[src/rtl/vga_timing_gen.sv]
`default_nettype none
// ============================================================================
// Module      : vga_timing_gen
// Description : VGA raster timing core. It combines the pixel-enable divider,
//               the x/y raster counters, the sync/blank decode and a delay
//               pipeline. The pipeline lines up sync/blank with the
//               framebuffer read latency.
// Ports       : CLK_40      - system clock, all logic on posedge
//               reset       - synchronous, active-high reset
//               pix_en      - one-cycle pixel tick enable
//               x_pos/y_pos - current (undelayed) raster position
//               active      - combinational, position is inside visible area
//               hsync/vsync - delayed syncs with configurable polarity
//               blank       - delayed blanking flag (1 = drive black)
//               line_start  - pulse when x_pos becomes 0
//               frame_start - pulse when (x_pos,y_pos) becomes (0,0)
//               frame_count - frames completed since reset, wraps
// Revision    : 1.0 - initial release
// ============================================================================
module vga_timing_gen #(
  parameter int   PIX_DIV    = 1,
  parameter int   H_AREA     = 800,
  parameter int   H_FP       = 40,
  parameter int   H_SYNC     = 128,
  parameter int   H_BP       = 88,
  parameter int   V_AREA     = 600,
  parameter int   V_FP       = 1,
  parameter int   V_SYNC     = 4,
  parameter int   V_BP       = 23,
  parameter logic HSYNC_POL  = 1'b1,
  parameter logic VSYNC_POL  = 1'b1,
  parameter int   PIPE_DELAY = 2,
  parameter int   FRAME_W    = 8,
  localparam int  H_TOTAL    = H_AREA + H_FP + H_SYNC + H_BP,
  localparam int  V_TOTAL    = V_AREA + V_FP + V_SYNC + V_BP,
  localparam int  X_W        = $clog2(H_TOTAL),
  localparam int  Y_W        = $clog2(V_TOTAL)
) (
  input  logic               CLK_40,
  input  logic               reset,
  output logic               pix_en,
  output logic [X_W-1:0]     x_pos,
  output logic [Y_W-1:0]     y_pos,
  output logic               active,
  output logic               hsync,
  output logic               vsync,
  output logic               blank,
  output logic               line_start,
  output logic               frame_start,
  output logic [FRAME_W-1:0] frame_count
);

  localparam int                DIV_W      = (PIX_DIV > 1) ? $clog2(PIX_DIV) : 1;
  localparam logic [DIV_W-1:0]  c_div_last = DIV_W'(PIX_DIV - 1);
  localparam logic [X_W-1:0]    c_x_last   = X_W'(H_TOTAL - 1);
  localparam logic [Y_W-1:0]    c_y_last   = Y_W'(V_TOTAL - 1);
  localparam logic [31:0]       c_h_area   = 32'(H_AREA);
  localparam logic [31:0]       c_v_area   = 32'(V_AREA);
  localparam logic [31:0]       c_hs_start = 32'(H_AREA + H_FP);
  localparam logic [31:0]       c_hs_end   = 32'(H_AREA + H_FP + H_SYNC);
  localparam logic [31:0]       c_vs_start = 32'(V_AREA + V_FP);
  localparam logic [31:0]       c_vs_end   = 32'(V_AREA + V_FP + V_SYNC);
  // Pipeline entry layout {hs, vs, bl}; idle means syncs off and blanked.
  localparam logic [2:0]        c_idle     = 3'b001;

  logic [DIV_W-1:0]              r_div_cnt;
  logic                          r_pix_en;
  logic [X_W-1:0]                r_x_pos;
  logic [Y_W-1:0]                r_y_pos;
  logic                          r_line_start;
  logic                          r_frame_start;
  logic [FRAME_W-1:0]            r_frame_count;
  logic [PIPE_DELAY-1:0][2:0]    r_pipe;

  logic                          w_div_last;
  logic                          w_x_wrap;
  logic                          w_y_wrap;
  logic [31:0]                   w_x_ext;
  logic [31:0]                   w_y_ext;
  logic                          w_active;
  logic [2:0]                    w_raw;
  logic [2:0]                    w_last;

  assign w_div_last = (r_div_cnt == c_div_last);
  assign w_x_wrap   = (r_x_pos == c_x_last);
  assign w_y_wrap   = (r_y_pos == c_y_last);

  // Decode in 32 bits so the end of a window may equal 2**X_W without overflow.
  assign w_x_ext  = 32'(r_x_pos);
  assign w_y_ext  = 32'(r_y_pos);
  assign w_active = (w_x_ext < c_h_area) && (w_y_ext < c_v_area);
  assign w_raw    = {(w_x_ext >= c_hs_start) && (w_x_ext < c_hs_end),
                     (w_y_ext >= c_vs_start) && (w_y_ext < c_vs_end),
                     ~w_active};

  // Pixel-tick divider. When PIX_DIV is 1 the counter stays at 0, so pix_en
  // stays high from the second cycle after reset.
  always_ff @(posedge CLK_40) begin
    if (reset) begin
      r_div_cnt <= '0;
      r_pix_en  <= 1'b0;
    end else begin
      r_pix_en  <= w_div_last;
      r_div_cnt <= w_div_last ? '0 : r_div_cnt + DIV_W'(1);
    end
  end

  // Raster counters. The start pulses are set on the same edge that loads
  // the zero, so each pulse lines up with the first cycle showing the new
  // position.
  always_ff @(posedge CLK_40) begin
    if (reset) begin
      r_x_pos       <= '0;
      r_y_pos       <= '0;
      r_line_start  <= 1'b0;
      r_frame_start <= 1'b0;
      r_frame_count <= '0;
    end else begin
      r_line_start  <= 1'b0;
      r_frame_start <= 1'b0;
      if (r_pix_en) begin
        if (w_x_wrap) begin
          r_x_pos      <= '0;
          r_line_start <= 1'b1;
          if (w_y_wrap) begin
            r_y_pos       <= '0;
            r_frame_start <= 1'b1;
            r_frame_count <= r_frame_count + FRAME_W'(1);
          end else begin
            r_y_pos <= r_y_pos + Y_W'(1);
          end
        end else begin
          r_x_pos <= r_x_pos + X_W'(1);
        end
      end
    end
  end

  // Sync/blank delay line. It advances once per pixel tick, so the outputs
  // hold their value between ticks.
  always_ff @(posedge CLK_40) begin
    if (reset) begin
      r_pipe <= {PIPE_DELAY{c_idle}};
    end else if (r_pix_en) begin
      r_pipe[0] <= w_raw;
      for (int i = 1; i < PIPE_DELAY; i++) begin
        r_pipe[i] <= r_pipe[i-1];
      end
    end
  end

  assign w_last      = r_pipe[PIPE_DELAY-1];
  assign hsync       = w_last[2] ? HSYNC_POL : ~HSYNC_POL;
  assign vsync       = w_last[1] ? VSYNC_POL : ~VSYNC_POL;
  assign blank       = w_last[0];
  assign active      = w_active;
  assign pix_en      = r_pix_en;
  assign x_pos       = r_x_pos;
  assign y_pos       = r_y_pos;
  assign line_start  = r_line_start;
  assign frame_start = r_frame_start;
  assign frame_count = r_frame_count;

endmodule
`default_nettype wire

[config.mk]
export PLATFORM = sky130hd
export DESIGN_NAME = vga_timing_gen
export DESIGN_NICKNAME = d
export VERILOG_FILES = /design/src/rtl/vga_timing_gen.sv
export SDC_FILE = /design/constraint.sdc
export NUM_CORES = 1
export LEC_CHECK = 0
export ABC_AREA = 0
export CORE_AREA = 2 2 67 69
export DETAILED_ROUTE_END_ITERATION = 8
export DIE_AREA = 0 0 69 71
export PLACE_DENSITY = 0.71
export SYNTH_ARGS = -nofsm -noshare
export SYNTH_HDL_FRONTEND = slang
export SYNTH_SLANG_ARGS = --single-unit
[constraint.sdc]
create_clock -name CLK_40 -period 1.8 [get_ports CLK_40]
set_input_delay 0.27 -clock CLK_40 [delete_from_list [all_inputs] [get_ports CLK_40]]
set_output_delay 0.27 -clock CLK_40 [all_outputs]
set_load 0.005 [all_outputs]
Yosys cells after proc, flatten, opt, wreduce, memory -nomap -nowiden
Cells that the tools add are included.

Register bits: 39. Latch bits: 0. RAM bits: 0. ROM bits: 0. Input bits: 2. Output and inout bits: 36. Word-level logic and storage cells: 39. Memories: 0.

Add/subtract/negate cells: 4. $mul: 0. Div/mod/pow operators: 0. Magnitude comparators: 6. Equal/unequal tests: 2. Shift-type cells: 0. Muxes and demuxes: 6. Bitwise operators: 4. Reduce and logical (&&, ||, !) cells: 8.

Operators with widths (count): 11-bit by 10-bit < comparator with 1-bit output, second input constant (2); 10-bit < comparator, second input constant (2); 11-bit by 1-bit adder with 11-bit output, second input constant (1); 11-bit equality test, second input constant (1); 11-bit by 10-bit >= comparator with 1-bit output, second input constant (1); 11-bit two-way mux (1); 10-bit by 1-bit adder with 10-bit output, second input constant (1); 10-bit equality test, second input constant (1); 10-bit >= comparator, second input constant (1); 10-bit two-way mux (1); 8-bit by 1-bit adder with 8-bit output, second input constant (1); 1-bit two-way mux (4); 1-bit NOT (4); 2-bit OR reduction (2); 1-bit logical AND (3); 3-bit AND reduction (1); 3-bit OR reduction (1); 2-bit AND reduction (1); 1-bit adder, second input constant (1).

Depth between registers and ports, before layout
Gate-level depths: netlist (run 1).

Word-level depth: 3. Mapped depth: 7. Mapped depth without buffers: 6.

Worst setup path before layout (run 1)
Ideal clock, no wire load.

Kind: reg2reg. From: reg r_y_pos[0], in the netlist y_pos[0]. To: reg r_frame_count[7], in the netlist frame_count[7]. Setup time: 71 ps. Data arrival time: 1730 ps. Data required time: 1729 ps. Slack: 0 ps. Stages on the path, launching flop included: 7. Buffers on the path: 1. Period minus slack after synthesis: 1800 ps. Cell sequence: dfxtp_1 -> ha_1 -> nand4b_1 -> or3_1 -> buf_2 -> or4_1 -> a21oi_1.

Cells in the longest elaborated chain, start to end: 2.

Ends and longest elaborated chain: start, declared (RTL line 69) `logic [Y_W-1:0] r_y_pos;`; start signal, assigned (RTL line 130) `r_y_pos <= r_y_pos + Y_W'(1);`; 10-bit equality test (RTL line 86) `assign w_y_wrap = (r_y_pos == c_y_last);`; 3-bit AND reduction (no source line); end signal, assigned (RTL line 128) `r_frame_count <= r_frame_count + FRAME_W'(1);`; end, declared (RTL line 72) `logic [FRAME_W-1:0] r_frame_count;`.

No other way between the ends. A chain may end at the register's enable or synchronous reset.

Worst setup path after layout (run 1)
From: reg r_y_pos[3], in the netlist y_pos[3]. To: reg r_frame_count[6], in the netlist frame_count[6].

Same word-level chain as after synthesis.

==> flow_metrics.py, run 1 <==
metrics = {
    "detailed_routing": {
        "firstDrtPassIters": 4,
        "first_iter_violations": 119,
        "drcViolationCount": 0,
        "vias": 1828,
        "postRouteAntennaNets": 0,
        "viasPerCell": 5.523,
        "wl_per_cell_um": 14.43,
        "wl_mm": 4.775,
    },
    "clock_network": {
        "cts_tree": "yes",
        "clock_latency_ns": 0.30,
        "ctsHtreeMaxLevel": 2,
        "clkTransAtPathRegs_ns": 0.08,
        "cts_root_buf": "clkbuf_8",
        "clockBufferDepth": 2,
        "numCtsBuffers": 5,
        "clock-sinks": 39,
    },
    "die": {
        "die-height_um": 71,
        "dieArea_um2": 4899,
        "ioPinCount": 38,
        "die_w_um": 69,
        "core_area_um2": 4204,
        "start_util": 0.4199,
        "core.rowCount": 24,
    },
    "worst_setup_path": {
        "reg2reg_depth": 5,
        "cp.required_ns": 2.04,
        "endpoint_kind": "flip-flop",
        "cp-startpoint": "y_pos[3]$_SDFFE_PP0P_",
        "path_cells": "buf_6 > nand4b_1 > or3_4 > or4_4 > a21oi_2",
        "path_buf_inv": 1,
        "endpoint": "frame_count[6]$_SDFFE_PP0P_",
        "critPathArrivalTime_ns": 2.01,
        "crit_cells": 5,
        "crit_fanout": 6,
        "worst_setup_path_start_kind": "flip-flop",
        "slowest_delay_ns": 0.47,
        "crit_slowest_cell": "or3_4",
        "rr_endpoint": "frame_count[6]$_SDFFE_PP0P_",
        "r2r_slack_ns": 0.03,
        "r2r-start": "y_pos[3]$_SDFFE_PP0P_",
        "crit_type": "reg -> reg",
        "crit_family": "simple AND/OR/NAND/NOR gates",
    },
    "synthesis": {
        "synthArstFlopShare": 0,
        "synth-seq-cells": 39,
        "synthDistinctLibCells": 36,
        "ys_warn_count": 0,
        "synth_most_common_cell": "dfxtp_1",
        "yosysSeqAreaShare": 0.4422,
        "yosys.area.top_type": "dfxtp_1",
        "avgSynthCellArea_um2": 8.827,
        "syn_inst": 200,
        "synthesis.area_um2": 1765,
        "synth_top_flop_cell": "dfxtp_1",
        "syn-num-nets": 208,
        "synth_edf_count": 0,
        "synth_top_area_share": 0.4422,
        "synth_commonest_cells": "dfxtp_1, nor2_1, a21oi_1",
        "yosys-top-cells-area": "dfxtp_1, a21oi_1, ha_1",
    },
    "timing": {
        "drv_slew": 0,
        "fin_crit_sh": 0.9829,
        "setup_viol": 0,
        "fin_crit_ns": 1.769,
        "fin_worst_skew_ns": 0.005348,
        "max_freq_mhz": 565.2,
        "final-hold-violation-count": 0,
        "rsz0062_at_grt": "yes",
    },
    "global_routing": {
        "grt_start_max_net_pins": 28,
        "grt_pass1_vias": 1651,
        "grt_usage": 0.1844,
        "antenna_found_initial": 0,
        "grt_pass1_wl_mm": 7.341,
        "grt.overflow.total": 0,
    },
    "power": {
        "ir_drop_uv": 648.3,
        "power_density_nw_per_um2": 655.8,
        "p_leak_nw": 1.042,
    },
    "placement": {
        "port-buffer-count": 37,
        "hpwl_mm": 3.113,
        "globalplace.congestion": 0.7972,
        "placed_area_um2": 2457,
    },
    "cells_and_area": {
        "drive_gt1_frac": 0.2724,
        "antenna_cells": 0,
        "area_growth_syn_to_layout_pct": 56.98,
        "stdcell_area_um2": 2771,
        "num-nets-final": 286,
        "finish.utilization": 0.6592,
    },
    "job": {
        "drv_cap": 0,
    },
    "status": {
        "status": "finished, final reports clean",
    },
    "hold_path": {
        "worst_hold_path_type": "reg -> reg",
        "min_from": "r_div_cnt$_SDFF_PP0_",
    },
}
## power by group
group / internal (mW) / switching (mW) / total (mW)
clock network: 0.553 / 0.329 / 0.882
logic: 0.0288 / 0.0332 / 0.0620
registers: 0.868 / 0.00513 / 0.874
total: 1.45 / 0.367 / 1.82
## cell usage in the layout, fill, tap and decap left out, types with 3 or more instances in the layout
cell type,count
or3_1,5
buf_4,39
clkdlybuf4s50_1,36
nand3_1,7
nand4_1,7
inv_1,6
nor2_1,20
or4_4,4
o31ai_1,8
or4_1,5
o21ai_0,6
nand2_1,12
nor3_1,3
xor2_1,7
dfxtp_2,5
dfxtp_1,33
a21oi_2,5
xnor2_1,5
ha_1,4
mux2i_1,5
clkbuf_8,5
a21oi_1,13
and3_1,5
## through the flow
step / worst slack (ns) / hold WS [ns] / cells / setup TNS (ns) / total power [mW]
floorplan: 0.04685 / 0.3682 / 200 / 0 / 0.9223
global placement: -0.09524 / 0.3740 / 317 / -0.1707 / 0.9502
detailed placement: -0.1004 / 0.3838 / 317 / -0.3679 / 0.9513
CTS: 0.001588 / 0.3955 / 325 / 0 / 1.827
global route: -0.03112 / 0.3979 / 331 / -0.06928 / 1.869
finish: 0.03082 / 0.3902 / 331 / 0 / 1.817
## cells by family after synthesis
kind of cell,share of synthesized area
buffers and inverters,0.03260
adder cells (fa/ha/maj),0.04252
multiplexers,0.02835
AND/OR/NAND/NOR,0.2523
XOR/XNOR,0.05953
AO/OA/AOI/OAI,0.1403
other,0.002124
flip-flops,0.4422
## repair_timing
item / CTS / global route
pin swaps: 3 / 18
hold buffers: 0 / 0
cloned: 0 / 2
setup buffers: 0 / 4
endpoints found under the setup margin: 13 / 14
endpoints found under the hold margin: 0 / 0
resized for setup: 12 / 22
## worst min-delay path by stage
stage                     slack [ns]  depth (start not counted)                 to
after global placement          0.37                          1  pix_en$_SDFF_PP0_
after detailed placement        0.38                          1  pix_en$_SDFF_PP0_
after floorplan                 0.37                          1  pix_en$_SDFF_PP0_
after CTS                       0.40                          1  pix_en$_SDFF_PP0_
after global routing            0.40                          1  pix_en$_SDFF_PP0_
final                           0.39                          1  pix_en$_SDFF_PP0_
## cell type report
class / instances / area (µm²)
sequential: 39 / 790.8
clock inverter: 3 / 67.56
tap: 52 / 65.06
timing repair buffer: 79 / 720.7
clock buffer: 5 / 68.82
inverter: 6 / 22.52
multi-input combinational: 147 / 1036
fill: 355 / 1433
## registers in the layout, summed over array words and instances, names as in the netlist
name and count:
x_pos 11, y_pos 10, frame_count 8, r_pipe 3, w_last 3, frame_start 1, line_start 1, pix_en 1
r_div_cnt 1
## metal layers
| metal | up-vias | track usage | share of wire |
|---|---|---|---|
| met5 | - | 0 | 0 |
| met4 | 0 | 0.07843 | 0.023 |
| met3 | 12 | 0.06268 | 0.052 |
| met2 | 53 | 0.3066 | 0.50 |
| met1 | 876 | 0.2181 | 0.42 |
| li1 | 887 | - | - |
No activity file was read; power rests on OpenSTA's default activity.
==> inputs of run 2 (changes only) <==
Settings changed: CTS_CLUSTER_SIZE set to 28, SKIP_CTS_REPAIR_TIMING set to 1, SKIP_LAST_GASP set to 1.
==> run 2 against run 1 <==
The flow now finishes with violations (negative setup slack). Via count is 0.49% higher. Register-to-register slack worse by 0.04 ns. Critical endpoint is now active. Non-clock buffer count is 1 higher. Sequential power hardly changed. Die area stayed put. Cell area is 0.68% lower. Highest routed layer unchanged. Clock skew hardly changed. First-iteration DRC count is 15% higher. Critical path depth stayed put.
==> flow_metrics.py, run 2 (synthesis results as in run 1) <==
metrics = {
    "detailed_routing": {
        "vias": 1837,
        "postRouteAntennaNets": 0,
        "first_iter_violations": 137,
        "viasPerCell": 5.533,
        "wl_per_cell_um": 14.73,
        "wl_mm": 4.891,
        "firstDrtPassIters": 4,
        "drcViolationCount": 0,
    },
    "status": {
        "violations": "negative setup slack",
        "status": "finished, violations left",
    },
    "cells_and_area": {
        "num-nets-final": 287,
        "stdcell_area_um2": 2753,
        "final_cells": 332,
        "final_cell_mix": "buf_4, clkdlybuf4s50_1, dfxtp_1",
        "antenna_cells": 0,
        "area_growth_syn_to_layout_pct": 55.92,
        "largest_reg_flops": 11,
        "drive_gt1_frac": 0.2500,
        "layout_commonest_cell": "buf_4",
    },
    "worst_setup_path": {
        "crit_slowest_cell": "dfxtp_2",
        "crit_fanout": 2,
        "crit_family": "compound AO/OA/AOI/OAI gates",
        "worst_setup_path_start_kind": "flip-flop",
        "path_cells": "a21o_1 > a211o_1 > a211oi_2 > buf_4 > dlymetal6s2s_1",
        "critPathArrivalTime_ns": 1.54,
        "path_buf_inv": 2,
        "slowest_delay_ns": 0.33,
        "crit_type": "reg -> out",
        "cp.required_ns": 1.53,
        "endpoint_kind": "output port",
    },
    "clock_network": {
        "numCtsBuffers": 5,
        "clock-sinks": 39,
        "clockBufferDepth": 2,
        "clock_latency_ns": 0.30,
        "ctsHtreeMaxLevel": 2,
        "cts_tree": "yes",
        "cts_root_buf": "clkbuf_8",
        "clkTransAtPathRegs_ns": 0.08,
    },
    "job": {
        "drv_cap": 0,
    },
    "timing": {
        "timing.final.ws_setup_ns": -0.01101,
        "setup_viol": 3,
        "max_freq_mhz": 552.2,
        "rsz0062_at_grt": "yes",
        "final-hold-violation-count": 0,
        "drv_slew": 0,
        "fin_crit_ns": 1.811,
        "fin_worst_skew_ns": 0.005182,
        "worst_hold_slack_ns": 0.3902,
        "fin_crit_sh": 1.006,
        "setup_tns_ns": -0.02008,
    },
    "die": {
        "ioPinCount": 38,
        "dieArea_um2": 4899,
        "die_w_um": 69,
        "core_area_um2": 4204,
        "die-height_um": 71,
        "core.rowCount": 24,
        "start_util": 0.4199,
    },
    "placement": {
        "place_inst": 317,
        "placed_area_um2": 2457,
        "port-buffer-count": 37,
        "globalplace.congestion": 0.7972,
        "hpwl_mm": 3.113,
        "place_ws_ns": -0.1004,
    },
    "global_routing": {
        "grt_pass1_wl_mm": 7.334,
        "antenna_found_initial": 0,
        "grt_pass1_vias": 1651,
        "grt.overflow.total": 0,
        "grt_usage": 0.1841,
        "grt_start_max_net_pins": 28,
    },
    "power": {
        "p_leak_nw": 1.043,
        "ir_drop_uv": 656.4,
        "power_density_nw_per_um2": 660.8,
    },
    "hold_path": {
        "worst_hold_path_type": "reg -> reg",
    },
}
[run 2: cell types whose count changed in the layout (fill, tap and decap cells not counted), moves of 2 or more]
cell     change
or4_4        -2
o31ai_1      +2
o31ai_2      -2
or4_1        +2
a21oi_1      +3
a21oi_2      -3
[run 2: routing by layer]
metal  part of all wire  wire length, µm  global-route usage
met1               0.42             2059              0.2172
met2               0.50             2441              0.3066
met3              0.058              284             0.06268
met4              0.021              105             0.07843
met5                  0                0                   0
[run 2: worst paths after layout]
| check | startpoint | to | slack, ns | depth (start not counted) |
|---|---|---|---|---|
| min | r_div_cnt$_SDFF_PP0_ | pix_en$_SDFF_PP0_ | 0.39 | 1 |
| max | y_pos[4]$_SDFFE_PP0P_ | active | -0.01 | 5 |
| max reg2reg | y_pos[3]$_SDFFE_PP0P_ | y_pos[4]$_SDFFE_PP0P_ | -0.01 | 7 |
| min reg2reg | r_div_cnt$_SDFF_PP0_ | pix_en$_SDFF_PP0_ | 0.39 | 1 |
[run 2: stage by stage]
step           total power [mW]  utilization
6_report                  1.819       0.6548
2_1_floorplan            0.9223            -
4_1_cts                   1.827       0.6170
3_5_place_dp             0.9513       0.5845
5_1_grt                   1.868       0.6548
3_3_place_gp             0.9502       0.5845
[run 2: power by group]
part / total [mW] / internal [mW] / leakage, nW / switching (mW)
combinational: 0.0618 / 0.0288 / 0.660 / 0.0329
sequential: 0.872 / 0.868 / 0.318 / 0.00392
clock: 0.885 / 0.553 / 0.0644 / 0.332
[run 2: area by class of cell]
class	count	area, µm²
fill	360	1451
multi-input combinational	147	1001
sequential	39	790.8
timing repair buffer	80	737.0
clock buffer	5	68.82
clock inverter	3	67.56
tap	52	65.06
inverter	6	22.52
